**src/rtl/seven_seg_display_ctrl.sv**
```systemverilog
// Display scheduler for a 4-digit seven-segment driver: arbitrates between a live BCD value and
// one-shot req/ack messages, and adds leading-zero blanking and blinking on the value path.
module seven_seg_display_ctrl #(
    parameter int HOLD_CYCLES = 2000,
    parameter int BLINK_HALF  = 250
) (
    input  logic        clk_1k_i,
    input  logic        rst_i,
    input  logic [15:0] value_i,
    input  logic        value_valid_i,
    input  logic        lzb_en_i,
    input  logic        blink_i,
    input  logic        msg_req_i,
    input  logic [15:0] msg_i,
    input  logic [3:0]  msg_mask_i,
    output logic        msg_ack_o,
    output logic        msg_busy_o,
    output logic [3:0]  digit0_o,
    output logic [3:0]  digit1_o,
    output logic [3:0]  digit2_o,
    output logic [3:0]  digit3_o,
    output logic        digit0_en_o,
    output logic        digit1_en_o,
    output logic        digit2_en_o,
    output logic        digit3_en_o
);

    localparam int HW = $clog2(HOLD_CYCLES + 1);
    localparam int BW = $clog2(2 * BLINK_HALF);

    localparam logic [HW-1:0] HOLD_LOAD  = HW'(HOLD_CYCLES);
    localparam logic [BW-1:0] BLINK_MID  = BW'(BLINK_HALF);
    localparam logic [BW-1:0] BLINK_LAST = BW'(2 * BLINK_HALF - 1);

    typedef enum logic [1:0] {
        ST_IDLE,
        ST_VALUE,
        ST_MSG
    } state_t;

    state_t        state_q, state_d;
    logic [HW-1:0] hold_q, hold_d;
    logic [BW-1:0] blink_q, blink_d;
    logic [15:0]   msg_q, msg_d;
    logic [3:0]    mask_q, mask_d;
    logic [15:0]   dig_q, dig_d;
    logic [3:0]    en_q, en_d;
    logic          ack_q, busy_q;
    logic          capture, hold_done;
    logic          lz3, lz2, lz1, blink_off;

    // Output registers are loaded from the next-state view so a decision made in cycle T is
    // visible on the pins in cycle T+1.
    always_comb begin
        // NOTE: every signal gets a default first so no path through this block can infer a latch.
        state_d   = state_q;
        hold_d    = hold_q;
        blink_d   = blink_q;
        dig_d     = '0;
        en_d      = 4'b1111;
        capture   = msg_req_i && !ack_q;
        hold_done = (state_q == ST_MSG) && (hold_q <= HW'(1));

        if (capture) begin
            state_d = ST_MSG;
        end else begin
            case (state_q)
                ST_IDLE:  if (value_valid_i) state_d = ST_VALUE;
                ST_VALUE: if (!value_valid_i) state_d = ST_IDLE;
                ST_MSG:   if (hold_done) state_d = value_valid_i ? ST_VALUE : ST_IDLE;
                default:  state_d = ST_IDLE;
            endcase
        end

        if (capture) begin
            hold_d = HOLD_LOAD;
        end else if (state_q == ST_MSG && hold_q != '0) begin
            hold_d = hold_q - HW'(1);
        end

        // Blink phase restarts at zero on each entry to VALUE and freezes elsewhere.
        if (state_d == ST_VALUE) begin
            if (state_q != ST_VALUE)      blink_d = '0;
            else if (blink_q == BLINK_LAST) blink_d = '0;
            else                          blink_d = blink_q + BW'(1);
        end

        msg_d  = capture ? msg_i : msg_q;
        mask_d = capture ? msg_mask_i : mask_q;

        lz3       = lzb_en_i && (value_i[15:12] == 4'h0);
        lz2       = lz3 && (value_i[11:8] == 4'h0);
        lz1       = lz2 && (value_i[7:4] == 4'h0);
        blink_off = blink_i && (blink_d >= BLINK_MID);

        case (state_d)
            ST_VALUE: begin
                dig_d = value_i;
                en_d  = blink_off ? 4'b1111 : {lz3, lz2, lz1, 1'b0};
            end
            ST_MSG: begin
                dig_d = msg_d;
                en_d  = ~mask_d;
            end
            default: begin
                dig_d = '0;
                en_d  = 4'b1111;
            end
        endcase
    end

    always_ff @(posedge clk_1k_i or posedge rst_i) begin
        if (rst_i) begin
            state_q <= ST_IDLE;
            hold_q  <= '0;
            blink_q <= '0;
            msg_q   <= '0;
            mask_q  <= '0;
            dig_q   <= '0;
            en_q    <= 4'b1111;
            ack_q   <= 1'b0;
            busy_q  <= 1'b0;
        end else begin
            // NOTE: non-blocking assignments so every register samples the pre-edge values.
            state_q <= state_d;
            hold_q  <= hold_d;
            blink_q <= blink_d;
            msg_q   <= msg_d;
            mask_q  <= mask_d;
            dig_q   <= dig_d;
            en_q    <= en_d;
            ack_q   <= capture;
            busy_q  <= (state_d == ST_MSG);
        end
    end

    assign msg_ack_o   = ack_q;
    assign msg_busy_o  = busy_q;
    assign digit0_o    = dig_q[3:0];
    assign digit1_o    = dig_q[7:4];
    assign digit2_o    = dig_q[11:8];
    assign digit3_o    = dig_q[15:12];
    assign digit0_en_o = en_q[0];
    assign digit1_en_o = en_q[1];
    assign digit2_en_o = en_q[2];
    assign digit3_en_o = en_q[3];

endmodule
```
**config.mk**
```make
export PLATFORM = sky130hd
export DESIGN_NAME = seven_seg_display_ctrl
export DESIGN_NICKNAME = d
export VERILOG_FILES = /design/src/rtl/seven_seg_display_ctrl.sv
export SDC_FILE = /design/constraint.sdc
export NUM_CORES = 1
export LEC_CHECK = 0
export CORE_UTILIZATION = 50
export DETAILED_ROUTE_END_ITERATION = 6
export PLACE_DENSITY = 0.79
export SETUP_SLACK_MARGIN = 0.1
export SYNTH_ARGS = -nofsm -noshare
export SYNTH_HDL_FRONTEND = slang
export SYNTH_SLANG_ARGS = --single-unit
```
**constraint.sdc**
```tcl
create_clock -name clk_1k_i -period 3.91 [get_ports clk_1k_i]
set_clock_uncertainty 0.05 [all_clocks]
set_input_delay 1.173 -clock clk_1k_i [delete_from_list [all_inputs] [get_ports clk_1k_i]]
set_output_delay 1.173 -clock clk_1k_i [all_outputs]
set_load 0.1 [all_outputs]
```
* Word level (Yosys, flattened, before mapping)
Cells that the tools add are included.
** Operators by class
- Magnitude comparators :: 2
- Reduce and logical (&&, ||, !) cells :: 14
- Add/subtract/negate cells :: 2
- Equal/unequal tests :: 6
- Mux-type cells :: 16
- Bitwise operators :: 1
** Operators by type and width (number)
- one-hot mux 16 bit (2 select lines) :: 1
- two-way mux 9 bit :: 3
- two-way mux 11 bit :: 2
- two-way mux 16 bit :: 1
- zero test 4 bit :: 3
- less-or-equal comparator 11 x 1 -> 1 bit (second input constant) :: 1
- nonzero test 11 bit :: 1
- subtractor 11 x 1 -> 11 bit (second input constant) :: 1
- adder 9 x 1 -> 9 bit (second input constant) :: 1
- == test 9 bit (second input constant) :: 1
- greater-or-equal comparator 9 x 8 -> 1 bit (second input constant) :: 1
- two-way mux 2 bit :: 4
- two-way mux 4 bit :: 2
- one-hot mux 4 bit (2 select lines) :: 1
- logical AND 1 bit :: 7
- one-hot mux 2 bit (3 select lines) :: 1
- == test 2 x 1 -> 1 bit (second input constant) :: 2
- == test 2 bit (second input constant) :: 2
- inverter 4 bit :: 1
- zero test 2 bit :: 1
- inequality test 2 x 1 -> 1 bit (second input constant) :: 1
- nonzero test 2 bit :: 1
- zero test 1 bit :: 1
- two-way mux 1 bit :: 1
** Word-level totals
- Word-level logic and storage cells :: 50
- Output and inout bits :: 22
- Flip-flop bits (word level) :: 64

* Depth between registers and ports, before layout
- Depth in word-level cells :: 11
- Gate-level depth with buffers :: 13
- Gate-level depth less buffers :: 12

* Least setup slack after synthesis
No wires, ideal clock.
- Path kind :: input-to-reg
- Start point :: input port msg_req_i
- End point :: register en_q[2]
- Data arrival time :: 3263 ps
- Slack :: 494 ps
- Stages :: 12
- Cell sequence :: nand2b_1 > clkbuf_1 > clkbuf_1 > nand3_1 > inv_1 > ha_1 > buf_4 > nand4_1 > nor3_1 > xor2_1 > a311oi_2 > o221ai_1
** On the way
- Word-level cells in the longest chain between the ends :: 8
** Ends and longest elaborated chain
- from (decl) :: line 13 : input logic msg_req_i,
- logical AND 1 bit * :: line 61 : capture = msg_req_i && !ack_q;
- two-way mux 2 bit * :: line 64 : if (capture) begin
- net state_d[0] :: line 41 : state_t state_q, state_d;
- == test 2 x 1 -> 1 bit :: line 82, 96
- two-way mux 9 bit :: line 82 : if (state_d == ST_VALUE) begin
- greater-or-equal comparator 9 x 8 -> 1 bit :: line 94 : blink_off = blink_i && (blink_d >= BLINK_MID);
- logical AND 1 bit :: line 94
- two-way mux 4 bit :: line 99 : en_d = blink_off ? 4'b1111 : {lz3, lz2, lz1, 1'b0};
- one-hot mux 4 bit (2 select lines) * :: line 96 : case (state_d)
- net en_d[2] :: line 47 : logic [3:0] en_q, en_d;
- to (signal assigned) :: line 131 : en_q <= en_d;
- to (decl) :: line 47
Mark *: on every way through the listed nets, which the timed path passes. The rest lies on a longest branch.
A chain may end at the register's enable or synchronous reset.

* Worst setup path after layout
- Start point :: register hold_q[3]
- End point :: register en_q[3]
** On the way
- Word-level cells in the longest chain between the ends :: 11
** Ends and longest elaborated chain
- from (decl) :: line 42 : logic [HW-1:0] hold_q, hold_d;
- from (signal assigned) :: line 126 : hold_q <= hold_d;
- less-or-equal comparator 11 x 1 -> 1 bit * :: line 62 : hold_done = (state_q == ST_MSG) && (hold_q <= HW'(1));
- logical AND 1 bit * :: line 62
- two-way mux 2 bit * :: line 70 : ST_MSG: if (hold_done) state_d = value_valid_i ? ST_VALUE : ST_IDLE;
- one-hot mux 2 bit (3 select lines) * :: line 67 : case (state_q)
- two-way mux 2 bit * :: line 64
- net state_d[0] :: line 41
- == test 2 x 1 -> 1 bit :: line 82, 96
- two-way mux 9 bit :: line 82
- greater-or-equal comparator 9 x 8 -> 1 bit :: line 94
- logical AND 1 bit :: line 94
- two-way mux 4 bit :: line 99
- one-hot mux 4 bit (2 select lines) * :: line 96
- net en_d[3] :: line 47
Marked as above.

==> qor.csv <==
metric;value;unit
cp_max_fo;9;
cts_buffers;9;
worst_pin_slew;976;ps
insertedDiodeCount;0;
drv_slew;0;
async_reset_ff_frac;1.00;
drive_gt1_frac;0.128;
critical-path-top-delay-family;compound AO/OA/AOI/OAI gates;
gr-usage-all-layers;0.237;
ys_seq_area_frac;0.562;
ctsHoldBuffers;0;
portBuffers;63;
arrival;3570;ps
grt_use_met2;0.362;
crit_buf_inv;1;
timing.rr.start;hold_q[3]$_DFFE_PP0P_;
multi_input_area;0.00116;mm^2
crit_path_start;hold_q[3]$_DFFE_PP0P_;
reg2reg_to;en_q[3]$_DFF_PP1_;
clock-root-buffer;clkbuf_8;
clkTransAtPathRegs;70;ps
die_y;77.6;um
core_area;0.00551;mm^2
cp_data_required_time;4120;ps
setup_tns;0;ps
syn2layout_area_growth;31.3;%
max_stage_delay;530;ps
cts_resized;0;
initial_core_util;0.519;
cp.depth;11;
overflow;0;
maxCapViolCount;0;
hold_viol;0;
cts_tree;done;
ant_nets;0;
yosys.area.top_type;dfrtp_1;
synth_area;0.00286;mm^2
vias;2298;
seqCellArea;0.00161;mm^2
grtUsageMet1;0.310;
num_io_pins;64;
grt_pass1_wl;10700;um
ff2ff_path_depth;11;
drc_errors;0;
synth-edff-count;0;
grt.busiest_layer;met2;
dp_hpwl;4450;um
p_leak;1.74;nW
synth_seq_cells;64;
critPathCapture;en_q[3]$_DFF_PP1_;
h-tree-depth;3;
finalHoldWorstSlack;425;ps
syn_nets;335;
worst_skew_pair.late_latency;350;ps
cpMaxStageDelayCell;nor4_1;
final_nets;403;
wire_per_inst;14.6;um
first_pass_iters;4;
status;finished clean;
use_met3;0.0635;
gp_congestion;0.824;
synth-main-ff-cell;dfrtp_1;
die_area;0.00602;mm^2
antenna_found_initial;0;
max_freq;298;MHz
finalCritPeriodShare;0.859;
postSynthAreaPerCell;9.96;um^2
startpoint_type;register;
setup_viol;0;
endpoint_kind;register;
first_global_vias;2241;
viasPerCell;5.33;
worstPathCellList;nor4_1, o2111ai_1, o21ai_0, nand3_1, inv_1, ha_1, nand4_1, xor2_1, a2111oi_1, a311oi_2, o211ai_1;
hold_path_class;register to register;
rsz0062_at_grt;no;
syn_inst;287;
drtIter0Drc;131;
reg2reg_slack;550;ps
relSlewSlack;0.347;
min_period;3360;ps
vdd_ir_drop_max;0.000341;V
cts_buffer_depth;2;
p_per_area;488;mW/mm^2
post-synth-top-area-fraction;0.525;
fillers;438;
synth_cell_type_count;46;
cts_sinks;64;
fp.dieW;77.6;um
critPathKind;register to register;
cts_setup_buffers;0;
routed_wl;6310;um
synthTopCellsByArea;dfrtp_1, nand2_1, a22oi_1;
synth_warnings;0;
std_cell_rows;27;
grt_max_degree;41;
-- power by group --
part	leakage (nW)	internal (W)	switching (W)
Sequential	0.768	0.000746	0.0000539
Clock	0.0975	0.000295	0.000246
Combinational	0.880	0.000152	0.000336
Total	1.74	0.00119	0.000636
-- cells in the final DEF (no fill, tap or decap), types with 2 or more instances in the layout --
cell type / instances
nand2_1: 74
dfrtp_1: 60
clkdlybuf4s50_1: 52
nor2_1: 32
a22oi_1: 17
buf_4: 17
clkbuf_8: 13
inv_1: 8
o21ai_0: 6
xor2_1: 6
xnor2_1: 6
ha_1: 6
nor3_1: 4
nand3_1: 4
nand4_1: 4
dfstp_2: 4
nand2b_1: 3
nor4_1: 3
nor2b_1: 3
or3_1: 3
o211ai_1: 3
o2111ai_1: 2
a21oi_1: 2
-- Yosys cell counts (all sizes together), types with 2 or more instances --
library cell,number
nand2,74
dfrtp,60
nor2,32
a22oi,17
clkbuf,10
inv,9
ha,6
o21ai,6
xnor2,6
xor2,6
nand4,5
dfstp,4
nand3,4
nor3,4
nor4,4
buf,3
nand2b,3
nor2b,3
o211ai,3
or3,3
a21oi,2
and2,2
o2111ai,2
or4,2
-- metal layers --
metal | routed length, um | share of wire
met2 | 3080 | 0.49
met4 | 136 | 0.022
met3 | 271 | 0.043
met1 | 2820 | 0.45
met5 | 0 | 0
-- how the worst min path moves through the flow --
stage / startpoint / to / slack, ps / cells past startpoint
6_report: msg_q[3]$_DFF_PP0_ / msg_q[3]$_DFF_PP0_ / 430 / 2
3_3_place_gp: msg_q[8]$_DFF_PP0_ / msg_q[8]$_DFF_PP0_ / 400 / 2
4_1_cts: msg_q[15]$_DFF_PP0_ / msg_q[15]$_DFF_PP0_ / 420 / 2
2_1_floorplan: mask_q[0]$_DFF_PP0_ / mask_q[0]$_DFF_PP0_ / 390 / 2
5_1_grt: msg_q[4]$_DFF_PP0_ / msg_q[4]$_DFF_PP0_ / 440 / 2
3_5_place_dp: msg_q[15]$_DFF_PP0_ / msg_q[15]$_DFF_PP0_ / 410 / 2
-- cells by family after synthesis --
group / Yosys count / synth area share
simple gates: 142 / 0.229
mux: 1 / 0.00350
fa+ha+maj: 6 / 0.0263
xor+xnor: 12 / 0.0368
compound gates: 39 / 0.109
flops: 64 / 0.562
buf+inv: 23 / 0.0328
-- tightest hold or removal path: cells and delay by family, from the launching register on --
family,cells,cell delay (ps)
flops,1,320
simple gates,2,120
-- per-stage QoR --
stage          total power (W)  cell area, um^2  cells  worst slack [ps]  utilization
6_report               0.00183             3750    431               553        0.681
4_1_cts                0.00184             3750    431               571        0.681
2_1_floorplan          0.00116             2860    287               494            -
3_3_place_gp           0.00129             3560    416               326        0.646
5_1_grt                0.00192             3750    431               194        0.681
3_5_place_dp           0.00130             3560    416               251        0.646
-- sequential cells by signal, indices dropped and copies added, names as in the netlist --
| register | count |
|---|---|
| dig_q | 16 |
| msg_q | 16 |
| hold_q | 11 |
| blink_q | 9 |
| en_q | 4 |
| mask_q | 4 |
| state_q | 2 |
| msg_ack_o | 1 |
| msg_busy_o | 1 |
-- final cells by class --
type	instances	share of cell area
clock buffers	13	0.0477
clock inverters	2	0.00334
inverters	10	0.0100
multi-input cells	200	0.309
flip-flops and latches	64	0.428
well taps	72	0.0240
repair buffers	70	0.178
(Power assumes the default switching activity.)
